[config.mk]
export PLATFORM = sky130hd
export DESIGN_NAME = result_uart_tx
export DESIGN_NICKNAME = d
export VERILOG_FILES = /design/src/rtl/result_uart_tx.sv
export SDC_FILE = /design/constraint.sdc
export NUM_CORES = 1
export LEC_CHECK = 0
export ABC_AREA = 1
export CORE_MARGIN = 5
export CORE_UTILIZATION = 48
export DETAILED_ROUTE_END_ITERATION = 12
export HOLD_SLACK_MARGIN = 0.06
export PLACE_DENSITY_LB_ADDON = 0.12
export RECOVER_POWER = 100
export SYNTH_ARGS = -nofsm -noshare
export SYNTH_HDL_FRONTEND = slang
export SYNTH_SLANG_ARGS = --single-unit
[constraint.sdc]
create_clock -name clock -period 1.8 [get_ports clock]
set_clock_uncertainty 0.05 [all_clocks]
set_input_delay 0.45 -clock clock [delete_from_list [all_inputs] [get_ports clock]]
set_output_delay 0.45 -clock clock [all_outputs]
set_load 0.1 [all_outputs]
[src/rtl/result_uart_tx.sv]
// result_uart_tx: return path of the FPGA miner.
// Latches the winning nonce and 256-bit hash on a found pulse and sends them
// to the host as one framed byte stream on a UART 8N1 transmit line:
//   SYNC_BYTE, nonce MSB byte first, hash MSB byte first.
// Optional feature macro: RESULT_TX_CHECKSUM_EN appends one extra byte holding
// the XOR of all nonce and hash bytes (sync byte excluded).
// Outputs are registered from the current FSM state, so the line changes one
// clock after the state does; tx falls on the edge after found is sampled.

module result_uart_tx #(
  parameter int unsigned CLKS_PER_BIT = 434,
  parameter logic [7:0]  SYNC_BYTE    = 8'hA5
) (
  input  logic         clock,
  input  logic         resetn,
  input  logic         found,
  input  logic [31:0]  nonce,
  input  logic [255:0] hash,
  output logic         tx,
  output logic         busy,
  output logic         done,
  output logic         overrun
);

  localparam int CW = (CLKS_PER_BIT > 1) ? $clog2(CLKS_PER_BIT) : 1;
  localparam logic [CW-1:0] CNT_LAST = CW'(CLKS_PER_BIT - 1);

`ifdef RESULT_TX_CHECKSUM_EN
  localparam logic [5:0] LAST_BYTE = 6'd37;
`else
  localparam logic [5:0] LAST_BYTE = 6'd36;
`endif

  typedef enum logic [2:0] {
    IDLE,
    START,
    DATA,
    STOP,
    NEXT
  } state_t;

  state_t         state;
  logic [CW-1:0]  cnt;
  logic [2:0]     bit_idx;
  logic [5:0]     byte_idx;
  logic [295:0]   frame;
  logic [7:0]     cur_byte;

`ifdef RESULT_TX_CHECKSUM_EN
  logic [7:0]     csum;
`endif

  // The byte on the wire is always the top byte of the frame register; the
  // register shifts up by one byte after every stop bit.
  assign cur_byte = frame[295:288];

`ifdef RESULT_TX_CHECKSUM_EN
  // Running XOR of the payload bytes, cleared when a frame starts and folded
  // in as each nonce/hash byte moves to the top of the frame register.
  always_ff @(posedge clock or negedge resetn) begin
    if (!resetn) begin
      csum <= 8'h00;
    end else if (state == IDLE && found) begin
      csum <= 8'h00;
    end else if (state == NEXT && byte_idx < 6'd36) begin
      csum <= csum ^ frame[287:280];
    end
  end
`endif

  // Sticky overrun: any find that arrives while the FSM is not in IDLE is
  // dropped, including one that lands on the final NEXT cycle of a frame.
  always_ff @(posedge clock or negedge resetn) begin
    if (!resetn) begin
      overrun <= 1'b0;
    end else if (found && state != IDLE) begin
      overrun <= 1'b1;
    end
  end

  // Transmit FSM: bit timing, byte sequencing and the registered line/status outputs.
  always_ff @(posedge clock or negedge resetn) begin
    if (!resetn) begin
      state    <= IDLE;
      cnt      <= '0;
      bit_idx  <= 3'd0;
      byte_idx <= 6'd0;
      frame    <= '0;
      tx       <= 1'b1;
      busy     <= 1'b0;
      done     <= 1'b0;
    end else begin
      done <= 1'b0;
      case (state)
        IDLE: begin
          tx <= 1'b1;
          if (found) begin
            frame    <= {SYNC_BYTE, nonce, hash};
            byte_idx <= 6'd0;
            bit_idx  <= 3'd0;
            cnt      <= '0;
            busy     <= 1'b1;
            state    <= START;
          end
        end

        START: begin
          tx <= 1'b0;
          if (cnt == CNT_LAST) begin
            cnt     <= '0;
            bit_idx <= 3'd0;
            state   <= DATA;
          end else begin
            cnt <= cnt + 1'b1;
          end
        end

        DATA: begin
          tx <= cur_byte[bit_idx];
          if (cnt == CNT_LAST) begin
            cnt <= '0;
            if (bit_idx == 3'd7) begin
              state <= STOP;
            end else begin
              bit_idx <= bit_idx + 3'd1;
            end
          end else begin
            cnt <= cnt + 1'b1;
          end
        end

        STOP: begin
          tx <= 1'b1;
          if (cnt == CNT_LAST) begin
            cnt   <= '0;
            state <= NEXT;
          end else begin
            cnt <= cnt + 1'b1;
          end
        end

        NEXT: begin
          tx <= 1'b1;
          if (byte_idx == LAST_BYTE) begin
            busy  <= 1'b0;
            done  <= 1'b1;
            state <= IDLE;
          end else begin
            byte_idx <= byte_idx + 6'd1;
`ifdef RESULT_TX_CHECKSUM_EN
            if (byte_idx == 6'd36) begin
              frame <= {csum, 288'd0};
            end else begin
              frame <= {frame[287:0], 8'h00};
            end
`else
            frame <= {frame[287:0], 8'h00};
`endif
            state <= START;
          end
        end

        default: begin
          tx    <= 1'b1;
          busy  <= 1'b0;
          state <= IDLE;
        end
      endcase
    end
  end

endmodule

# Yosys cells after proc, flatten, opt, wreduce, memory -nomap -nowiden

Cells that the tools add are included.

Register bits after elaboration: 321
Output and inout port bits: 4
Input bits: 291
Logic and storage cells: 70

Eq/ne operators: 15
Bitwise operators: 1
Add/subtract/negate cells: 3
$lt $le $gt $ge: 1
Reduce and logical (&&, ||, !) cells: 12
Multiplexer cells: 29

Operators by type and width:

| operator              | number |
|---|---|
| $mux W296             | 2 |
| $pmux W296 S2         | 1 |
| $mux W3               | 9 |
| $mux W9               | 2 |
| $pmux W9 S2           | 1 |
| $ne A2 B2 Y1 const B  | 8 |
| $pmux W3 S5           | 1 |
| $mux W6               | 2 |
| $pmux W6 S2           | 1 |
| $reduce_and A5 Y1     | 2 |
| $add A9 B1 Y9 const B | 1 |
| $eq A9 B9 Y1 const B  | 1 |
| $pmux W3 S3           | 1 |
| $add A6 B1 Y6 const B | 1 |
| $eq A3 B2 Y1 const B  | 2 |
| $eq A3 B3 Y1 const B  | 2 |
| $eq A6 B6 Y1 const B  | 1 |
| $mux W1               | 6 |
| $reduce_and A3 Y1     | 2 |
| $reduce_bool A3 Y1    | 2 |
| $lt A3 B4 Y1 const B  | 1 |
| $reduce_bool A2 Y1    | 2 |
| $add A3 B1 Y3 const B | 1 |
| $bmux W1 S3           | 1 |
| other kinds (8)       | 8 |

# Depth between registers and ports, before layout

Depth after elaboration: 4
Mapped depth: 10
Depth with buffers taken out: 9

# Least setup slack after synthesis

No wires, ideal clock.

Path kind: flip-flop to flip-flop
Start point: register byte_idx[0]
End point: register frame[271]
Data required time: 1.617 ns
Library setup time: 0.133 ns
Path buffers: 2
Stages on the path, launching flop included: 10
Period minus slack after synthesis: 1.645 ns
Path slack: 0.155 ns
Arrival: 1.463 ns
Cell sequence: dfrtp_1 > inv_1 > ha_1 > nand3_1 > o21ai_4 > nand2_8 > buf_6 > buf_4 > nand2_1 > o21ai_0

Word-level cells in the longest chain between the ends: 3

RTL lines:

| what                               | line | text |
|---|---|---|
| start: declaration                 | 45   | `logic [5:0] byte_idx;` |
| start signal: assignment           | 149  | `byte_idx <= byte_idx + 6'd1;` |
| $eq A6 B6 Y1                       | 144  | `if (byte_idx == LAST_BYTE) begin` |
| $ne A2 B2 Y1 (no source line)      | n/a  |  |
| $reduce_and A3 Y1 (no source line) | n/a  |  |
| end signal: assignment             | 98   | `frame <= {SYNC_BYTE, nonce, hash};` |
| end signal: assignment             | 157  | `frame <= {frame[287:0], 8'h00};` |
| end: declaration                   | 46   | `logic [295:0] frame;` |

No other way between the ends.
A chain may end at the register's enable or synchronous reset.

# Worst setup path after layout

Start point: register state[0]
End point: register frame[114]

Word-level cells in the longest chain between the ends: 3
Elaborated cells between the ends (all ways): 7
Those cells by class: 3 x eq/ne; 1 x mux; 3 x reduce/logical

RTL lines:

| what                                                                | line | text |
|---|---|---|
| start: declaration                                                  | 42   | `state_t state;` |
| start signal: assignment                                            | 84   | `state <= IDLE;` |
| start signal: assignment                                            | 103  | `state <= START;` |
| start signal: assignment                                            | 112  | `state <= DATA;` |
| $eq A3 B3 Y1 or $logic_not A3 Y1 (tied branches)                    | 94   | `case (state)` |
| $ne A2 B2 Y1 (no source line) or $reduce_bool A2 Y1 (tied branches) | n/a  |  |
| $reduce_and A3 Y1 (no source line)                                  | n/a  |  |

Several ways; a longest one is shown, not always the timed one.

==> impl_metrics.json <==
{
  "worst_pin_slew_ps": 670,
  "reg2reg_slack_ps": 20,
  "synth_edf_count": 0,
  "initialDrtViolationCount": 970,
  "peakVddDrop_uv": 762,
  "min_from": "frame[1]",
  "synth_area_leader_cell": "dfrtp_1",
  "final_common_cell": "nand2_1",
  "netlist_area_um2": 16000,
  "vias": 14200,
  "clock_path_buffers": 3,
  "r2r_cells": 8,
  "worst-path-max-fanout": 45,
  "area_growth_pct": 37.0,
  "drv_slew": 0,
  "drc": 0,
  "post-route-period-util_pct": 99.1,
  "design.core.area_um2": 33300,
  "layout_common_cells": "632 x nand2_1, 317 x dfrtp_1, 308 x inv_1, 289 x clkdlybuf4s50_1, 288 x o21ai_0",
  "cp_common_cell": "buf_12",
  "timing.rr.start": "state[0]",
  "dp_cells": 2778,
  "r2r_end": "frame[114]",
  "powerDensity_nw_per_um2": 1460,
  "nets": 2705,
  "final_cell_count_no_fill": 2883,
  "cpPeakStageDelay_ps": 440,
  "ys_ff_latch": 321,
  "die_y_um": 193,
  "worst-path-buf-inv": 3,
  "cts_sinks": 321,
  "crit_required_ps": 2170,
  "grt_max_degree": 95,
  "synth_nets": 2394,
  "cp.arrival_ps": 2150,
  "h-tree-depth": 2,
  "synth_top_area_share_pct": 49.9,
  "drv_cap": 0,
  "relSlewSlack_pct": 55.3,
  "fin_crit_ps": 1780,
  "async_reset_ff_share_pct": 100,
  "drive_above_1_share_pct": 11.4,
  "hold_class": "flip-flop to flip-flop",
  "row_count": 67,
  "grt_pass1_vias": 13400,
  "insertion_delay_ps": 510,
  "clock-root-buffer": "clkbuf_16",
  "p_leak_nw": 10.7,
  "finalHoldViolCount": 0,
  "dieArea_um2": 37200,
  "dp_hpwl_mm": 27.2,
  "synth_cells": 2097,
  "status": "finished, final reports clean",
  "start_util_pct": 48.2,
  "finalSetupViolations": 0,
  "tritoncts": "built",
  "path_clk_slew_ps": 60,
  "gp_congestion": 0.861,
  "drt-pass1-iter-count": 5,
  "synth_area_leaders": "dfrtp_1 50%, nand2_1 16%, o21ai_0 9.3%, o21ai_1 8.3%, inv_1 7.3%",
  "grt_pass1_wl_mm": 64.0,
  "crit_chain": "nor2_8, nand2_8, buf_12, buf_12, buf_12, o21ai_0, nand2_2, o21ai_1",
  "cp-endpoint": "frame[114]",
  "syn-mean-instance-area_um2": 7.65,
  "io_pins": 295,
  "ant_nets": 0,
  "viasPerCell": 4.93,
  "path_depth": 8,
  "synth_warnings": 0,
  "critPathTopFamily": "buffers and inverters",
  "startpoint": "state[0]",
  "fmax_mhz": 561,
  "diodes": 0,
  "cts-buffers-inserted": 36,
  "grt_setup_unrepaired": "yes",
  "wl_per_cell_um": 14.5,
  "ys.flop_type": "dfrtp_1",
  "antenna_found_initial": 0,
  "synth.distinct_cells": 29,
  "grt.total_usage_pct": 20.5,
  "totalWireLength_mm": 41.9,
  "die_x_um": 193,
  "total_power_w": 0.0322,
  "numPortBuffers": 294,
  "cp-start-kind": "flip-flop",
  "synth.yosys.seq_area_share_pct": 50.1,
  "cp_slowest_cell": "dfrtp_2",
  "end_kind": "flip-flop",
  "grt.overflow.total": 0,
  "critical_path_class": "flip-flop to flip-flop"
}
-- registers in the layout, summed over array words and instances, names as in the netlist --
name	count
frame	296
cnt	9
byte_idx	6
bit_idx	3
state	3
busy	1
done	1
overrun	1
tx	1
-- power by group --
part / total, W / switching, W / internal, W
Clock: 0.00733 / 0.00290 / 0.00442
Combinational: 0.0133 / 0.00732 / 0.00593
Sequential: 0.0116 / 0.00101 / 0.0106
Total: 0.0322 / 0.0112 / 0.0209
-- cell usage after synthesis, drive strengths merged (2+ instances only) --
cell type,instances
ha,6
a21oi,7
clkbuf,32
nand3b,4
inv,313
o21ai,565
nand2,684
xor2,2
dfrtp,320
nand4,3
buf,98
nor2,27
nand3,30
-- stage by stage --
step | hold WS [ps] | area (um2) | util, % | setup TNS (ps) | setup slack (ps)
2_1_floorplan | 104 | 16000 | - | 0 | 155
3_3_place_gp | 266 | 19600 | 59.0 | -66890 | -277
3_5_place_dp | 266 | 19600 | 59.0 | -70710 | -300
4_1_cts | 325 | 21000 | 63.0 | 0 | 1.13
5_1_grt | 439 | 22000 | 66.0 | -1400 | -70.8
6_report | 421 | 22000 | 66.0 | 0 | 16.3
-- worst min-delay path by stage --
stage	slack (ps)	cells after the start	end
after CTS	330	2	frame[168]
after global routing	440	3	frame[4]
after detailed placement	270	1	frame[190]
after global placement	270	1	frame[190]
final	420	2	frame[1]
after floorplan	100	0	bit_idx[0]
-- kinds of logic after synthesis --
kind of cell | count (synthesis) | share of synthesized area [%]
fa+ha+maj | 6 | 0.468
simple gates | 749 | 18.3
flops | 321 | 50.1
buf+inv | 443 | 12.9
compound gates | 576 | 18.1
xor+xnor | 2 | 0.109
-- tightest hold or removal path: cells and delay by family (launching register included) --
| kind | cells | cell delay [ps] |
|---|---|---|
| flip-flops | 1 | 340 |
| AND/OR/NAND/NOR | 2 | 100 |
-- metal layers --
metal | track usage (%) | share of wire [%]
met4 | 4.06 | 1.6
met1 | 30.1 | 46
met2 | 32.7 | 47
met3 | 3.20 | 5.3
met5 | 0 | 0
-- layout make-up --
class,instances,area [um2]
Clock buffer,55,1110
Clock inverter,10,88.8
Fill cell,2881,11300
Inverter,313,1180
Multi-Input combinational cell,1333,6250
Sequential cell,321,8040
Tap cell,448,561
Timing Repair Buffer,403,4740
-- timing repair --
item,CTS,global route
setup endpoints to repair,37,275
cloned,1,29
resized for setup,10,130
hold buffers,1,0
pin swaps,4,3
buffers inserted,6,3
endpoints found under the hold margin,124,0
No activity file was read; power rests on OpenSTA's default activity.
